File: src/rtl/gpu_frame_reader.sv
// VGA scan-out reader: generates raster timing, fetches the stored grayscale
// image from memory, and drives the sync and pixel outputs through a 2-clock pipeline.
module gpu_frame_reader #(
  parameter int unsigned CLK_DIV   = 2,
  parameter int unsigned H_ACTIVE  = 640,
  parameter int unsigned H_FP      = 16,
  parameter int unsigned H_SYNC    = 96,
  parameter int unsigned H_BP      = 48,
  parameter int unsigned V_ACTIVE  = 480,
  parameter int unsigned V_FP      = 10,
  parameter int unsigned V_SYNC    = 2,
  parameter int unsigned V_BP      = 33,
  parameter int unsigned IMG_W     = 256,
  parameter int unsigned IMG_H     = 256,
  parameter logic [31:0] BASE_ADDR = 32'h0
) (
  input  logic        clk,
  input  logic        rst,
  input  logic        start,
  input  logic        sel_decrypted,
  input  logic [7:0]  encrypted_gpu,
  input  logic [7:0]  decrypted_gpu,
  output logic [31:0] gpu_address,
  output logic        hsync,
  output logic        vsync,
  output logic        blank_n,
  output logic [7:0]  red,
  output logic [7:0]  green,
  output logic [7:0]  blue,
  output logic        frame_done
);

  localparam int unsigned HTotal = H_ACTIVE + H_FP + H_SYNC + H_BP;
  localparam int unsigned VTotal = V_ACTIVE + V_FP + V_SYNC + V_BP;
  localparam int unsigned HW     = $clog2(HTotal);
  localparam int unsigned VW     = $clog2(VTotal);
  localparam int unsigned DivW   = $clog2(CLK_DIV);

  typedef enum logic [1:0] {StIdle, StArmed, StDisplay} state_e;

  state_e          state_q, state_d;
  logic [DivW-1:0] div_q;
  logic [HW-1:0]   hcount_q, hcount_d;
  logic [VW-1:0]   vcount_q, vcount_d;
  logic            tick, h_wrap, v_wrap;
  logic            tick_q1, tick_q2;
  logic [31:0]     hc, vc, hc_n, vc_n, addr_d;

  // Stage-1 flags (sampled one clock after the counter update)
  logic s1_hs, s1_vs, s1_vis, s1_img, s1_disp, s1_last;
  logic [7:0] pix_q;

  assign tick   = (div_q == DivW'(CLK_DIV - 1));
  assign h_wrap = (hcount_q == HW'(HTotal - 1));
  assign v_wrap = (vcount_q == VW'(VTotal - 1));
  assign hc     = 32'(hcount_q);
  assign vc     = 32'(vcount_q);
  assign hc_n   = 32'(hcount_d);
  assign vc_n   = 32'(vcount_d);

  // Next raster position and the address of the pixel it points at
  always_comb begin
    hcount_d = hcount_q;
    vcount_d = vcount_q;
    if (tick) begin
      hcount_d = h_wrap ? '0 : hcount_q + HW'(1);
      if (h_wrap) vcount_d = v_wrap ? '0 : vcount_q + VW'(1);
    end
    if (hc_n < IMG_W && vc_n < IMG_H) addr_d = BASE_ADDR + vc_n * IMG_W + hc_n;
    else                              addr_d = BASE_ADDR;
  end

  // Display-enable FSM next state
  always_comb begin
    state_d = state_q;
    unique case (state_q)
      StIdle:    if (start) state_d = StArmed;
      StArmed:   if (tick && h_wrap && v_wrap) state_d = StDisplay;
      StDisplay: state_d = StDisplay;
      default:   state_d = StIdle;
    endcase
  end

  // Timing counters, FSM and stage-1 address (address follows the new counter value)
  always_ff @(posedge clk) begin
    if (!rst) begin
      state_q     <= StIdle;
      div_q       <= '0;
      hcount_q    <= '0;
      vcount_q    <= '0;
      gpu_address <= BASE_ADDR;
      tick_q1     <= 1'b0;
      tick_q2     <= 1'b0;
    end else begin
      state_q  <= state_d;
      div_q    <= tick ? '0 : div_q + DivW'(1);
      hcount_q <= hcount_d;
      vcount_q <= vcount_d;
      if (tick) gpu_address <= addr_d;
      tick_q1  <= tick;
      tick_q2  <= tick_q1;
    end
  end

  // Pipeline stage 1: decode sync/visibility for the current pixel
  always_ff @(posedge clk) begin
    if (!rst) begin
      s1_hs   <= 1'b1;
      s1_vs   <= 1'b1;
      s1_vis  <= 1'b0;
      s1_img  <= 1'b0;
      s1_disp <= 1'b0;
      s1_last <= 1'b0;
    end else if (tick_q1) begin
      s1_hs   <= !(hc >= H_ACTIVE + H_FP && hc < H_ACTIVE + H_FP + H_SYNC);
      s1_vs   <= !(vc >= V_ACTIVE + V_FP && vc < V_ACTIVE + V_FP + V_SYNC);
      s1_vis  <= (hc < H_ACTIVE) && (vc < V_ACTIVE);
      s1_img  <= (hc < IMG_W) && (vc < IMG_H);
      s1_disp <= (state_q == StDisplay);
      s1_last <= (hc == H_ACTIVE - 1) && (vc == V_ACTIVE - 1);
    end
  end

  // Pipeline stage 2: capture memory data once per pixel so sel never glitches mid-pixel
  always_ff @(posedge clk) begin
    if (!rst) begin
      hsync      <= 1'b1;
      vsync      <= 1'b1;
      blank_n    <= 1'b0;
      pix_q      <= 8'h00;
      frame_done <= 1'b0;
    end else begin
      frame_done <= tick_q2 && s1_disp && s1_last;
      if (tick_q2) begin
        hsync   <= s1_hs;
        vsync   <= s1_vs;
        blank_n <= s1_vis;
        pix_q   <= (s1_vis && s1_img && s1_disp) ?
                   (sel_decrypted ? decrypted_gpu : encrypted_gpu) : 8'h00;
      end
    end
  end

  assign red   = pix_q;
  assign green = pix_q;
  assign blue  = pix_q;

endmodule

File: config.mk
export PLATFORM = sky130hd
export DESIGN_NAME = gpu_frame_reader
export DESIGN_NICKNAME = d
export VERILOG_FILES = /design/src/rtl/gpu_frame_reader.sv
export SDC_FILE = /design/constraint.sdc
export NUM_CORES = 1
export LEC_CHECK = 0
export ABC_AREA = 1
export CORE_UTILIZATION = 45
export CTS_CLUSTER_DIAMETER = 150
export DETAILED_ROUTE_END_ITERATION = 7
export PLACE_DENSITY = 0.89
export SYNTH_ARGS = -nofsm -noshare
export SYNTH_HDL_FRONTEND = slang
export SYNTH_SLANG_ARGS = --single-unit
File: constraint.sdc
create_clock -name clk -period 2.05 [get_ports clk]
set_clock_uncertainty 0.05 [all_clocks]
set_input_delay 0.205 -clock clk [delete_from_list [all_inputs] [get_ports clk]]
set_output_delay 0.205 -clock clk [all_outputs]
set_load 0.05 [all_outputs]
# [After elaboration in Yosys (flattened, before gate mapping)]
# Index checks and enable logic that the tools add are counted.
[totals] regBits=75 latchBits=0 mem_bits_rw=0 rom_bits=0 in_bits=20 output_inout_bits=60 elab_cells=69 mem_count=0
[classes] n_addsub=4 n_mul=0 div_mod_pow=0 order_cmp=10 eq_ne=8 n_shift=0 mux=11 n_bitwise=1 reduce_logical=17
[ops] operator="$lt 10x9->1 const B" n=6
[ops] operator="$mux 10" n=5
[ops] operator="$eq 10x10->1 const B" n=3
[ops] operator="$add 10x1->10 const B" n=2
[ops] operator="$lt 10x10->1 const B" n=2
[ops] operator="$add 18x10->19" n=1
[ops] operator="$mux 19" n=1
[ops] operator="$mux 8" n=2
[ops] operator="$logic_and 1x1->1" n=12
[ops] operator="$eq 10x9->1 const B" n=1
[ops] operator="$ge 10x10->1 const B" n=1
[ops] operator="$ge 10x9->1 const B" n=1
[ops] operator="$pmux 2 s3" n=1
[ops] operator="$mux 2" n=2
[ops] operator="$ne 2x2->1 const B" n=2
[ops] operator="$eq 2x1->1 const B" n=1
[ops] operator="$eq 2x2->1 const B" n=1
[ops] operator="$logic_not 1->1" n=2
[ops] operator="$logic_not 2->1" n=1
[ops] operator="$reduce_and 2->1" n=1
[ops] operator="$reduce_or 2->1" n=1
[ops] operator="$add 1x1->1 const B" n=1
[ops] operator="$not 1->1" n=1

# [Depth between registers and ports, before layout]
[depth] depth_word=7 depth_mapped=18 depth_no_buf=18

# [Worst setup path before layout]
# OpenSTA, ideal clock, no wires.
[synth_timing] path_type="flip-flop to flip-flop" startpoint="register hcount_q[0]" endpoint="register gpu_address[10]" setup_ns=0.074 t_arrival_ns=2.061 required_ns=1.926 slack_ns=-0.135 path_stages_with_launch=15 path_buffers=0 period_less_slack_ns=2.185 path_cell_list="dfxtp_1 > ha_1 > inv_1 > nor2_2 > nand3_2 > nor2_4 > o21ai_0 > o21ai_0 > inv_1 > ha_1 > ha_1 > inv_1 > nand2_1 > xor2_1 > o21ai_0"
[synth_between] elab_chain_len=6 elab_cells_between_ends=11 classes_between="add/sub (2); order compare (2); eq/ne (1); mux (5); reduce/logical (1)"
[synth_rtl] item="start: declaration" line_no="43" source="logic [HW-1:0] hcount_q, hcount_d;"
[synth_rtl] item="start signal: assignment" line_no="97" source="hcount_q <= hcount_d;"
[synth_rtl] item="$eq 10x10->1 *" line_no="54" source="assign h_wrap = (hcount_q == HW'(HTotal - 1));"
[synth_rtl] item="$mux 10 *" line_no="67" source="if (h_wrap) vcount_d = v_wrap ? '0 : vcount_q + VW'(1);"
[synth_rtl] item="$mux 10 *" line_no="65" source="if (tick) begin"
[synth_rtl] item="via vcount_d[0]" line_no="44" source="logic [VW-1:0] vcount_q, vcount_d;"
[synth_rtl] item="parallel branches: the longest is 2 deep, another holds $add 18x10->19"
[synth_rtl] item="$mux 19 *" line_no="69" source="if (hc_n < IMG_W && vc_n < IMG_H) addr_d = BASE_ADDR + vc_n * IMG_W + hc_n;"
[synth_rtl] item="end signal: assignment" line_no="99" source="if (tick) gpu_address <= addr_d;"
[synth_rtl] item="end: declaration" line_no="23" source="output logic [31:0] gpu_address,"
# Mark *: on every way through the listed nets, which the timed path passes.
# A chain may end at the register's enable or synchronous reset.

# [Worst setup path in the final report]
[layout_timing] startpoint="register vcount_q[0]" endpoint="register gpu_address[13]"
[layout_between] elab_chain_len=7 elab_cells_between_ends=9 classes_between="add/sub (2); order compare (1); eq/ne (1); mux (4); reduce/logical (1)"
[layout_rtl] item="start: declaration" line_no="44"
[layout_rtl] item="start signal: assignment" line_no="98" source="vcount_q <= vcount_d;"
[layout_rtl] item="$add 10x1->10 / $eq 10x10->1 (equally long branches)" line_no="67, 55"
[layout_rtl] item="$mux 10 (2 in a row)" line_no="67"
[layout_rtl] item="$mux 10 *" line_no="65"
[layout_rtl] item="via vcount_d[0]" line_no="44"
[layout_rtl] item="parallel branches: the longest is 2 deep, another holds $add 18x10->19"
[layout_rtl] item="$mux 19 *" line_no="69"
# Marked as above.

==> metrics.yaml <==
finish:
  fill_cells: 551
  area_growth_pct: 43.9
  layout_common_cells: "nand2_1, clkdlybuf4s50_1, dfxtp_1"
  drive_above_1_share: 0.250
  diodes: 0
  final_common_cell: "nand2_1"
  fin_area_um2: 4610
  nNetsFinal: 575
timing:
  hold_viol_final: 0
  drv_slew: 0
  rsz0062_at_grt: "yes"
  worstMarginPinSlew_ns: 0.561
  min_period_ns: 2.19
  finalSetupViolations: 17
  relSlewSlack: 0.617
  post-route-period-util: 1.07
  max_freq_mhz: 456
  fin_setup_tns_ns: -1.41
  setup_slack_ns: -0.141
logic_synthesis:
  syn_area_um2: 3200
  synth.distinct_cells: 33
  seq_area_frac_synth: 0.388
  postSynthCellCount: 440
  synth-seq-cells: 62
  ys_warn_count: 0
  synth.avg_cell_area_um2: 7.27
grt:
  grt_max_degree: 35
  grt_pass1_vias: 3135
  grt_pass1_wl_mm: 14.3
  gr-total-overflow: 0
  antenna_found_initial: 0
  gr-usage-all-layers: 0.249
detailed_routing:
  drtAntennaViolNets: 0
  wl_per_cell_um: 14.8
  drc: 0
  dr.pass1.iters: 5
  drtIter0Drc: 246
  wl_mm: 9.57
  dr_total_vias: 3315
  viasPerCell: 5.14
floorplanning:
  dieArea_um2: 7450
  die_h_um: 86.3
  rows: 30
  io_pins: 80
  start_util: 0.468
  die_x_um: 86.3
  core_um2: 6830
clock_network:
  hold_buffers: 0
  clkTransAtPathRegs_ns: 0.07
  cts_buffer_depth: 2
  htreeDepth: 3
  clock_latency_ns: 0.35
  numCtsBuffers: 9
  cts.sinks: 62
  cts_tree: "done"
  cts-root-buf: "clkbuf_8"
status:
  violations: "negative setup slack"
  status: "finished with violations"
critical_path:
  ff2ff_setup_slack_ns: -0.14
  path_class: "register to register"
  reg2reg_depth: 17
  required_ns: 2.25
  crit_fanout: 3
  cp-start-kind: "register"
  critPathArrivalTime_ns: 2.39
  cp-end-kind: "register"
placement:
  place_ws_ns: -0.165
  place_congestion: 0.904
  io_buffers: 66
  place_hpwl_mm: 6.17
  placed_cell_area_um2: 4090
min_path:
  holdPathStages: 2
  worstHoldPathType: "register to register"
power_and_ir_drop:
  p_per_area_nw_per_um2: 607
  cellLeakagePower_nw: 1.91
  vdd_ir_drop_max_mv: 0.459
job:
  drv_cap: 0
[stage by stage]
stage	utilization	instances	hold WS [ns]	total power, W
after floorplan	-	452	0.356	0.00151
after global placement	0.599	618	0.381	0.00157
after detailed placement	0.599	618	0.381	0.00159
after CTS	0.653	641	0.392	0.00279
after global routing	0.674	645	0.410	0.00289
final	0.674	645	0.392	0.00279
[worst paths after layout]
check                  start               to
min reg2reg  gpu_address[18]  gpu_address[18]
min          gpu_address[18]  gpu_address[18]
max reg2reg      vcount_q[0]  gpu_address[13]
max              vcount_q[0]  gpu_address[13]
[cells in the mapped netlist]
cell type,instances,share of area
nand3_4,1,0.0055
a21oi_1,18,0.028
nand4_2,2,0.0078
buf_4,29,0.068
conb_1,1,0.0012
xor2_1,6,0.016
buf_6,2,0.0070
ha_1,10,0.039
nor2_1,44,0.052
a2111oi_0,1,0.0027
nor4_1,2,0.0039
o211ai_1,1,0.0023
nand3_2,2,0.0063
o21ai_2,1,0.0027
nor3_1,7,0.011
inv_2,2,0.0023
nand4_1,9,0.018
nor2_4,4,0.014
o21ai_0,21,0.033
nor2_2,7,0.014
o221ai_1,1,0.0027
mux2_2,7,0.025
o21ai_1,1,0.0016
clkinv_1,2,0.0023
nand2_1,110,0.13
or2_2,1,0.0020
clkbuf_1,6,0.0070
buf_2,1,0.0016
nand3_1,30,0.047
a211oi_1,1,0.0023
dfxtp_1,62,0.39
inv_1,47,0.055
a21oi_2,1,0.0027
[cells by family after synthesis]
kind of cell | count (synthesis) | share of synthesized area
flops | 62 | 0.388
buf+inv | 89 | 0.143
simple gates | 219 | 0.309
mux | 7 | 0.0246
other cells | 1 | 0.00117
xor+xnor | 6 | 0.0164
fa+ha+maj | 10 | 0.0391
compound gates | 46 | 0.0782
[worst max-delay path, stage by stage (launching register included)]
cell and delay [ns]:
dfxtp_2 0.33, inv_1 0.06, ha_1 0.19, nand2_1 0.07, nor2_1 0.04, nand3_1 0.13, inv_1 0.12, o21ai_2 0.20
o21ai_2 0.10, inv_2 0.08, ha_4 0.16, inv_2 0.05, nand2_4 0.09, nand3_4 0.10, inv_2 0.09, nand4_1 0.10
nand3_2 0.08, nand2_1 0.05
[layer usage]
layer / vias up / share of wire / global-route usage
li1: 1575 / - / -
met1: 1538 / 0.39 / 0.261
met2: 175 / 0.51 / 0.462
met3: 27 / 0.081 / 0.0657
met4: 0 / 0.024 / 0.118
met5: - / 0 / 0
[power by group]
part / internal (W) / leakage [nW] / switching, W / total (W)
sequential: 0.00124 / 0.504 / 0.0000260 / 0.00127
combinational: 0.000113 / 1.29 / 0.000201 / 0.000314
clock: 0.000740 / 0.115 / 0.000474 / 0.00121
[registers in the layout (all words and copies together) (netlist names)]
register	cells
s1_hs	1
gpu_address	19
hsync	1
s1_disp	1
s1_vs	1
blank_n	1
tick_q1	1
s1_img	1
vsync	1
tick_q2	1
div_q	1
s1_last	1
blue	8
hcount_q	10
frame_done	1
s1_vis	1
vcount_q	10
state_q	2
[area by class of cell]
cell class / instances / area (um^2) / area share
Clock buffer: 11 / 151 / 0.0329
Multi-Input combinational cell: 302 / 1750 / 0.379
Tap cell: 96 / 120 / 0.0261
Timing Repair Buffer: 119 / 1070 / 0.233
Clock inverter: 4 / 70.1 / 0.0152
Sequential cell: 62 / 1250 / 0.271
Inverter: 51 / 194 / 0.0421
[timing repair]
| item | CTS | global route |
|---|---|---|
| pin swaps | 17 | 13 |
| resized for setup | 25 | 38 |
| cloned | 1 | 0 |
| buffers inserted | 8 | 4 |
| endpoints found under the setup margin | 9 | 20 |
(Power assumes the default switching activity.)
